## config.mk

```make
export PLATFORM = sky130hd
export DESIGN_NAME = banked_regfile_flat
export DESIGN_NICKNAME = d
export VERILOG_FILES = /design/src/rtl/banked_regfile_if.sv /design/src/rtl/banked_regfile.sv /design/src/flat_wrapper.sv
export SDC_FILE = /design/constraint.sdc
export NUM_CORES = 2
export LEC_CHECK = 0
export CAP_MARGIN = 40
export CORE_MARGIN = 4
export CORE_UTILIZATION = 40
export CTS_BUF_LIST = sky130_fd_sc_hd__clkbuf_4
export DETAILED_ROUTE_END_ITERATION = 10
export SYNTH_ARGS = -nofsm -noshare
export SYNTH_HDL_FRONTEND = slang
export SYNTH_SLANG_ARGS = --single-unit
```

## constraint.sdc

```tcl
create_clock -name clk -period 4.95 [get_ports clk]
set_input_delay 0.99 -clock clk [delete_from_list [all_inputs] [get_ports clk]]
set_output_delay 0.99 -clock clk [all_outputs]
set_load 0.03 [all_outputs]
```

## src/rtl/banked_regfile_if.sv

```systemverilog
`default_nettype none
// ============================================================================
// Module   : banked_regfile_if
// Purpose  : Decode-side bus of the banked register file: mode selection,
//            read-port addresses and registered read data, and the Lo/Hi
//            write ports.
// Revision : 1.0 - initial release
// ============================================================================
interface banked_regfile_if #(
    parameter int DATA_W = 32,
    parameter int NUM_RD = 3
);
    logic [4:0]               mode;
    logic                     user_bank;
    logic                     rd_en;
    logic [4*NUM_RD-1:0]      rd_addr;
    logic [DATA_W*NUM_RD-1:0] rd_data;
    logic                     wr_en;
    logic [3:0]               wr_addr;
    logic [DATA_W-1:0]        wr_data;
    logic                     wrhi_en;
    logic [3:0]               wrhi_addr;
    logic [DATA_W-1:0]        wrhi_data;

    // Decode stage: drives addresses, mode and write ports, receives read data
    modport master (
        output mode, user_bank, rd_en, rd_addr,
        output wr_en, wr_addr, wr_data, wrhi_en, wrhi_addr, wrhi_data,
        input  rd_data
    );

    // Register file side
    modport slave (
        input  mode, user_bank, rd_en, rd_addr,
        input  wr_en, wr_addr, wr_data, wrhi_en, wrhi_addr, wrhi_data,
        output rd_data
    );
endinterface
`default_nettype wire

```

## src/rtl/banked_regfile.sv

```systemverilog
`default_nettype none
// ============================================================================
// Module   : banked_regfile
// Purpose  : ARM7TDMI banked register file, 31 physical registers, NUM_RD
//            registered read ports, Lo/Hi write ports (Hi wins on conflict),
//            optional same-cycle write-to-read bypass, user-bank override
//            and read-enable hold. Asynchronous active-low clear.
// Revision : 1.0 - initial release
// ============================================================================
module banked_regfile #(
    parameter int DATA_W = 32,
    parameter int NUM_RD = 3,
    parameter int BYPASS = 1
) (
    input  logic            clk,
    input  logic            rst_n,
    banked_regfile_if.slave bus
);

    localparam logic [4:0] c_MODE_USR = 5'b10000;
    localparam logic [4:0] c_MODE_FIQ = 5'b10001;
    localparam logic [4:0] c_MODE_IRQ = 5'b10010;
    localparam logic [4:0] c_MODE_SVC = 5'b10011;
    localparam logic [4:0] c_MODE_ABT = 5'b10111;
    localparam logic [4:0] c_MODE_UND = 5'b11011;
    localparam int         c_NUM_PHYS = 31;

    // Logical-to-physical mapping shared by every port. SYS and any
    // unlisted encoding fall through to the user bank, as does user_bank=1.
    function automatic logic [4:0] f_map(
        input logic [4:0] mode,
        input logic       user_bank,
        input logic [3:0] addr
    );
        logic [4:0] eff;
        logic [4:0] phys;
        eff  = user_bank ? c_MODE_USR : mode;
        phys = {1'b0, addr};
        case (eff)
            c_MODE_FIQ: begin
                if ((addr >= 4'd8) && (addr <= 4'd14)) phys = {1'b0, addr} + 5'd8;
            end
            c_MODE_SVC: begin
                if (addr == 4'd13)      phys = 5'd23;
                else if (addr == 4'd14) phys = 5'd24;
            end
            c_MODE_ABT: begin
                if (addr == 4'd13)      phys = 5'd25;
                else if (addr == 4'd14) phys = 5'd26;
            end
            c_MODE_IRQ: begin
                if (addr == 4'd13)      phys = 5'd27;
                else if (addr == 4'd14) phys = 5'd28;
            end
            c_MODE_UND: begin
                if (addr == 4'd13)      phys = 5'd29;
                else if (addr == 4'd14) phys = 5'd30;
            end
            default: ;
        endcase
        return phys;
    endfunction

    logic [DATA_W-1:0] r_regs [c_NUM_PHYS];
    logic [4:0]        w_wr_idx;
    logic [4:0]        w_wrhi_idx;

    assign w_wr_idx   = f_map(bus.mode, bus.user_bank, bus.wr_addr);
    assign w_wrhi_idx = f_map(bus.mode, bus.user_bank, bus.wrhi_addr);

    // Storage update; Hi is assigned last so it overrides Lo on a shared index
    always_ff @(posedge clk or negedge rst_n) begin
        if (!rst_n) begin
            for (int i = 0; i < c_NUM_PHYS; i++) begin
                r_regs[i] <= '0;
            end
        end else begin
            if (bus.wr_en) begin
                r_regs[w_wr_idx] <= bus.wr_data;
            end
            if (bus.wrhi_en) begin
                r_regs[w_wrhi_idx] <= bus.wrhi_data;
            end
        end
    end

    generate
        for (genvar k = 0; k < NUM_RD; k++) begin : g_rd
            logic [4:0]        w_idx;
            logic [DATA_W-1:0] w_next;
            logic [DATA_W-1:0] r_data;

            assign w_idx = f_map(bus.mode, bus.user_bank, bus.rd_addr[4*k +: 4]);

            // Stored value, optionally replaced by this cycle's write (Hi first)
            always_comb begin
                w_next = r_regs[w_idx];
                if (BYPASS != 0) begin
                    if (bus.wrhi_en && (w_wrhi_idx == w_idx)) begin
                        w_next = bus.wrhi_data;
                    end else if (bus.wr_en && (w_wr_idx == w_idx)) begin
                        w_next = bus.wr_data;
                    end
                end
            end

            // Read capture; rd_en=0 freezes the port
            always_ff @(posedge clk or negedge rst_n) begin
                if (!rst_n) begin
                    r_data <= '0;
                end else if (bus.rd_en) begin
                    r_data <= w_next;
                end
            end

            assign bus.rd_data[DATA_W*k +: DATA_W] = r_data;
        end
    endgenerate

endmodule
`default_nettype wire

```

## src/flat_wrapper.sv

```systemverilog
// flat-port wrapper written by rule: the top's interface ports become plain ports
module banked_regfile_flat 
#(
    parameter int DATA_W = 32,
    parameter int NUM_RD = 3,
    parameter int BYPASS = 1
)
  (clk, rst_n, bus_mode, bus_user_bank, bus_rd_en, bus_rd_addr, bus_wr_en, bus_wr_addr, bus_wr_data, bus_wrhi_en, bus_wrhi_addr, bus_wrhi_data, bus_rd_data);
  banked_regfile_if #(.DATA_W(DATA_W), .NUM_RD(NUM_RD)) bus_i ();
  input  logic clk;
  input  logic rst_n;
  input wire logic [$bits(bus_i.mode)-1:0] bus_mode;
  input wire logic [$bits(bus_i.user_bank)-1:0] bus_user_bank;
  input wire logic [$bits(bus_i.rd_en)-1:0] bus_rd_en;
  input wire logic [$bits(bus_i.rd_addr)-1:0] bus_rd_addr;
  input wire logic [$bits(bus_i.wr_en)-1:0] bus_wr_en;
  input wire logic [$bits(bus_i.wr_addr)-1:0] bus_wr_addr;
  input wire logic [$bits(bus_i.wr_data)-1:0] bus_wr_data;
  input wire logic [$bits(bus_i.wrhi_en)-1:0] bus_wrhi_en;
  input wire logic [$bits(bus_i.wrhi_addr)-1:0] bus_wrhi_addr;
  input wire logic [$bits(bus_i.wrhi_data)-1:0] bus_wrhi_data;
  output wire logic [$bits(bus_i.rd_data)-1:0] bus_rd_data;
  assign bus_i.mode = bus_mode;
  assign bus_i.user_bank = bus_user_bank;
  assign bus_i.rd_en = bus_rd_en;
  assign bus_i.rd_addr = bus_rd_addr;
  assign bus_i.wr_en = bus_wr_en;
  assign bus_i.wr_addr = bus_wr_addr;
  assign bus_i.wr_data = bus_wr_data;
  assign bus_i.wrhi_en = bus_wrhi_en;
  assign bus_i.wrhi_addr = bus_wrhi_addr;
  assign bus_i.wrhi_data = bus_wrhi_data;
  assign bus_rd_data = bus_i.rd_data;
  banked_regfile #(.DATA_W(DATA_W), .NUM_RD(NUM_RD), .BYPASS(BYPASS)) u_core (.clk(clk), .rst_n(rst_n), .bus(bus_i));
endmodule
```

# After elaboration in Yosys (flattened, before gate mapping)

Index checks and enable logic that the tools add are counted.

Mux-type cells: 74
Bitwise logic cells: 5
Reductions and logical operators: 13
Eq/ne operators: 21
Magnitude comparators: 17
Add/subtract/negate cells: 5

Operators with widths:

| kind                | count |
|---|---|
| $bwmux 992          | 2 |
| $mux 992            | 2 |
| $bmux 32 s5         | 3 |
| $mux 32             | 14 |
| $demux 32 s5        | 2 |
| $mux 5              | 46 |
| $pmux 5 s5          | 5 |
| $eq 4x4->1 const B  | 10 |
| $eq 5x5->1          | 6 |
| $ge 6x6->1 const B  | 5 |
| $not 5->6           | 5 |
| $add 4x4->5 const B | 5 |
| $eq 5x5->1 const B  | 5 |
| $ge 4x4->1 const B  | 5 |
| $le 4x4->1 const B  | 5 |
| $logic_and 1x1->1   | 13 |
| $lt 6x1->1 const B  | 2 |

Output and inout port bits: 96
Input port bits: 95
Word-level logic and storage cells: 169
Register bits after elaboration: 1088

# Logic depth before layout (Yosys ltp)

Depth in word-level cells: 13
Depth in mapped cells: 17
Mapped depth without buffers: 10

# Least setup slack after synthesis

No wires, ideal clock.

Path kind: input port to flip-flop
Start: in bus_rd_addr[8]
End: reg u_core.g_rd[2].r_data[10]
Stages: 15
Setup time: 125 ps
Data required time: 4825 ps
Setup slack: 34 ps
Arrival: 4790 ps
Path buffers: 7
Cells stage by stage: buf_1 clkbuf_1 clkbuf_1 clkbuf_1 clkbuf_1 clkbuf_1 a31oi_1 ha_1 a22oi_1 clkbuf_1 a211oi_1 o31a_1 o211a_1 or4_1 o2bb2ai_1

Word-level cells in the longest chain between the ends: 10
Elaborated cells between the ends (all ways): 26
Classes of those cells: add/sub: 1; order compare: 2; eq/ne: 4; mux: 15; bitwise: 1; reduce/logical: 3

Ends and longest elaborated chain:

| item                                            | RTL line              | source |
|---|---|---|
| start: declaration                              | flat_wrapper.sv:15    | `input wire logic [$bits(bus_i.rd_addr)-1:0] bus_rd_addr;` |
| $ge 4x4->1, or another cell as far along        | banked_regfile.sv:41  | `if ((addr >= 4'd8) && (addr <= 4'd14)) phys = {1'b0, addr} + 5'd8;` |
| $logic_and 1x1->1, or another cell as far along | banked_regfile.sv:41  |  |
| $mux 5 (on tied branches)                       | --                    |  |
| $pmux 5 s5 *                                    | banked_regfile.sv:39  | `case (eff)` |
| $not 5->6 (implied by the code)                 | banked_regfile.sv:97  | `w_next = r_regs[w_idx];` |
| $bmux 32 s5                                     | banked_regfile.sv:97  |  |
| $mux 32 (implied by the code) (2 in a row)      | banked_regfile.sv:97  |  |
| $mux 32                                         | banked_regfile.sv:101 | `end else if (bus.wr_en && (w_wr_idx == w_idx)) begin` |
| $mux 32 *                                       | banked_regfile.sv:99  | `if (bus.wrhi_en && (w_wrhi_idx == w_idx)) begin` |
| end signal: assignment                          | banked_regfile.sv:112 | `r_data <= w_next;` |
| end: declaration                                | banked_regfile.sv:91  | `logic [DATA_W-1:0] r_data;` |

Every way passes the cells marked *; elsewhere a longest branch is shown, timed or not. The select of a mux whose other input is x is not followed.
A chain may end at the register's enable or synchronous reset.

# Worst setup path after layout

Start: reg u_core.g_rd[2].r_data[23]
End: out bus_rd_data[87]

RTL lines:

| item             | RTL line           | source |
|---|---|---|
| end: declaration | flat_wrapper.sv:22 | `output wire logic [$bits(bus_i.rd_data)-1:0] bus_rd_data;` |

No word-level cell between the ends.

==> metrics <==
placed cell areas 90620 um^2; Tcrit/Tclk final approximately 81%; Die Height 457.9 um; P_sw ~12 mW; status complete, but fails checks; post-synthesis simple-gate area fraction 18.82%; fin. max-slew vios 0; worst reg2reg path startpoint u_core.r_regs[95]$_DFF_PN0_; Mapped Avg Cell Area 7.835 um^2; clock skew 0.1335 ns; Logic pwr share between 20% and 30%; Mapped Area 80950 um^2; Primary FF master, synth dfrtp_1; gpl congestion between 1 and 1.5; commonest non-fill, non-tap cell in the layout nand2_1; WP data required 3.96 ns; r2r setup slk 2.61 ns; minimum clock period about 4.0 ns; final setup TNS 0 ns; CTS tree done; number of flops mapped to enable cells by yosys 0; final worst-path setup slack between 0.9 and 1 ns; Worst EP arrival approximately 3.0 ns; commonest cells after routing, fill and taps aside 1817 x nand2_1, 1257 x mux2i_1, 1088 x dfrtp_1; worst reg-to-reg path cell count 7; internal power 18.10 mW; HPWL Detailed 295.8 mm; Place WS 0.01725 ns; hold_sp bus_wrhi_data[21]; Fin. Hold Viols 0; share of cells above drive strength 1 14.38%; largest family of logic cells by synthesized area compound AO/OA/AOI/OAI gates; slowest cell on the critical path clkdlybuf4s50_1; vias in the first global route about 85000; global route total overflow 0; placed insts 12670; WP buf/inv 1; fillers 19310; Syn Nets 10430; peak supply drop 275.6 uV; Rel. slew slack 26.48%; largest net degree at the start of global routing 178; die area ~210000 um^2; sw frac 39.66%; core area 200500 um^2; port buffer count 190; clk buf depth 4; Synth Area in Adders less than 1%; final wirelength 466.7 mm; antenna violations before repair 42; clk sinks 1088; first-pass GRT wire length 650.2 mm; Tot GR Track Use 42.69%; end of the worst hold path u_core.r_regs[885]$_DFF_PN0_; area grow syn2layout 16.98%; RR Endpoint u_core.g_rd[1].r_data[31]$_DFFE_PN0P_; Pwr Total 29.99 mW; Synth cell types 86; drt initial violations 15380; xor and xnor area share after synthesis 0.2921%; crit path cell chain clkdlybuf4s50_1; Layout Utilization between 40% and 50%; # DRC 5; Die Wd 457.9 um; complex-gate fraction of the synthesized area 23.32%; power per cell area roughly 320 nW/um^2; Root Buffer clkbuf_4; cts-stage hold buffer count 3; wire length per cell 35.22 um; Post-layout nets 10450; Final Setup Violations 0; Worst-path clk slew 0.07 ns; Clock power frac a little under a third; Max-Cap Viols 0; fmax 249.8 MHz; ANT nets after route 0; vias per cell 6.915; Yosys warning total 0; flops & latches, synth between 1000 and 1500; Hold Slack 0.1323 ns; Clk Latency, worst-skew pair approximately 1.5 ns; CTS resizes 0; Setup Fix Bufs, Post-CTS 0; via count ~92000; Crit Path Max Fanout 2; num rows 164; max incr delay on CP 1.13 ns; Worst path top cell family by delay buffers and inverters; WS Path Type register to primary output; Starting Density 40.38%; Setup crit end kind primary output; HP Class primary input to register; IO Pins 191; sequential share of power between 40 and 50%; Tightest Pin Transition 1.103 ns; H-tree levels 5; unrepaired setup endpoints after global routing false; CTS Buf Count 337; sequential fraction of the synthesis area 33.63%; Leakage 38.51 nW; startpoint type of the worst setup path register; Async S/R FF share, synth 100.0%; DR pass1 iterations 11; Yosys top cell by area dfrtp_1; failing checks DRC; post-route cell area 94690 um^2; synth top area cells dfrtp_1 34%, mux2i_1 16%, nand2_1 8.5%; fraction of synthesized area in multiplexers approximately 18%; Final Non-Filler Cells 13250; hold path depth 3; post-synth top area share 33.63%; Cells after Synth 10330
[power by group through the flow]
stage,Sequential [mW],Clock (mW),Combinational (mW)
finish,12.5,9.13,8.40
global route,12.5,9.68,8.88
CTS,12.3,9.18,8.07
detailed placement,12.4,0,8.05
global placement,12.4,0,7.85
floorplan,11.8,0,4.59
[kinds of logic (layout without fill, tap and decap cells)]
kind of cell | Yosys count | in the layout
AND/OR/NAND/NOR | 3570 | 3570
AO/OA/AOI/OAI | 3044 | 3044
multiplexers | 1356 | 1356
buffers and inverters | 1242 | 1489
flip-flops | 1088 | 1088
XOR/XNOR | 27 | 27
adder cells (fa/ha/maj) | 5 | 5
other | 0 | 17
[synth_stat cells, drive strengths merged, types with 11 or more instances]
| library cell | number |
|---|---|
| nand2 | 1835 |
| mux2i | 1257 |
| dfrtp | 1088 |
| a21oi | 1001 |
| nor2 | 962 |
| clkbuf | 939 |
| o21ai | 777 |
| nand3 | 300 |
| buf | 283 |
| o22ai | 258 |
| a31oi | 203 |
| a211oi | 128 |
| nor3 | 107 |
| o211ai | 85 |
| nand4 | 81 |
| a22oi | 67 |
| a2111oi | 63 |
| o2111ai | 63 |
| and4 | 62 |
| mux4 | 62 |
| a2bb2oi | 60 |
| nor2b | 42 |
| nor4 | 38 |
| o221ai | 38 |
| a221oi | 37 |
| mux2 | 37 |
| o2bb2ai | 34 |
| o31a | 34 |
| a221o | 33 |
| nor4b | 32 |
| a311oi | 31 |
| o221a | 31 |
| or4 | 31 |
| o211a | 30 |
| o22a | 30 |
| xnor2 | 25 |
| inv | 20 |
| nand2b | 18 |
| and3 | 13 |
| or3 | 12 |
| a211o | 11 |
[worst max path at each step]
| stage | from | end | slack, ns | cells past startpoint |
|---|---|---|---|---|
| CTS | u_core.g_rd[2].r_data[16]$_DFFE_PN0P_ | bus_rd_data[80] | 0.94 | 1 |
| floorplan | bus_rd_addr[8] | u_core.g_rd[2].r_data[10]$_DFFE_PN0P_ | 0.03 | 15 |
| global route | u_core.g_rd[2].r_data[23]$_DFFE_PN0P_ | bus_rd_data[87] | 0.94 | 1 |
| finish | u_core.g_rd[2].r_data[23]$_DFFE_PN0P_ | bus_rd_data[87] | 0.95 | 1 |
| global placement | bus_user_bank | u_core.g_rd[2].r_data[29]$_DFFE_PN0P_ | -0.13 | 12 |
| detailed placement | bus_user_bank | u_core.g_rd[2].r_data[20]$_DFFE_PN0P_ | 0.02 | 12 |
[sequential cells by signal (all words and copies together) (netlist names)]
name and flops:
u_core.g_rd.r_data 96, u_core.r_regs 992
[final cells by class]
class,instances,area (um^2),area share [%]
repair buffers,904,10330,10.91
diodes,17,42.54,0.04492
clock buffers,490,3679,3.885
clock inverters,75,314.1,0.3317
inverters,20,78.83,0.08324
well taps,2656,3323,3.509
multi-input cells,8002,49700,52.49
flip-flops and latches,1088,27230,28.75
[per-layer routing]
metal	vias up	share of wire, %	GRT usage [%]
met1	43660	36	53.02
met3	2265	15	16.35
li1	37510	-	-
met2	8171	40	59.73
met5	-	0.030	0.1607
met4	22	9.1	31.89
(Power assumes the default switching activity.)
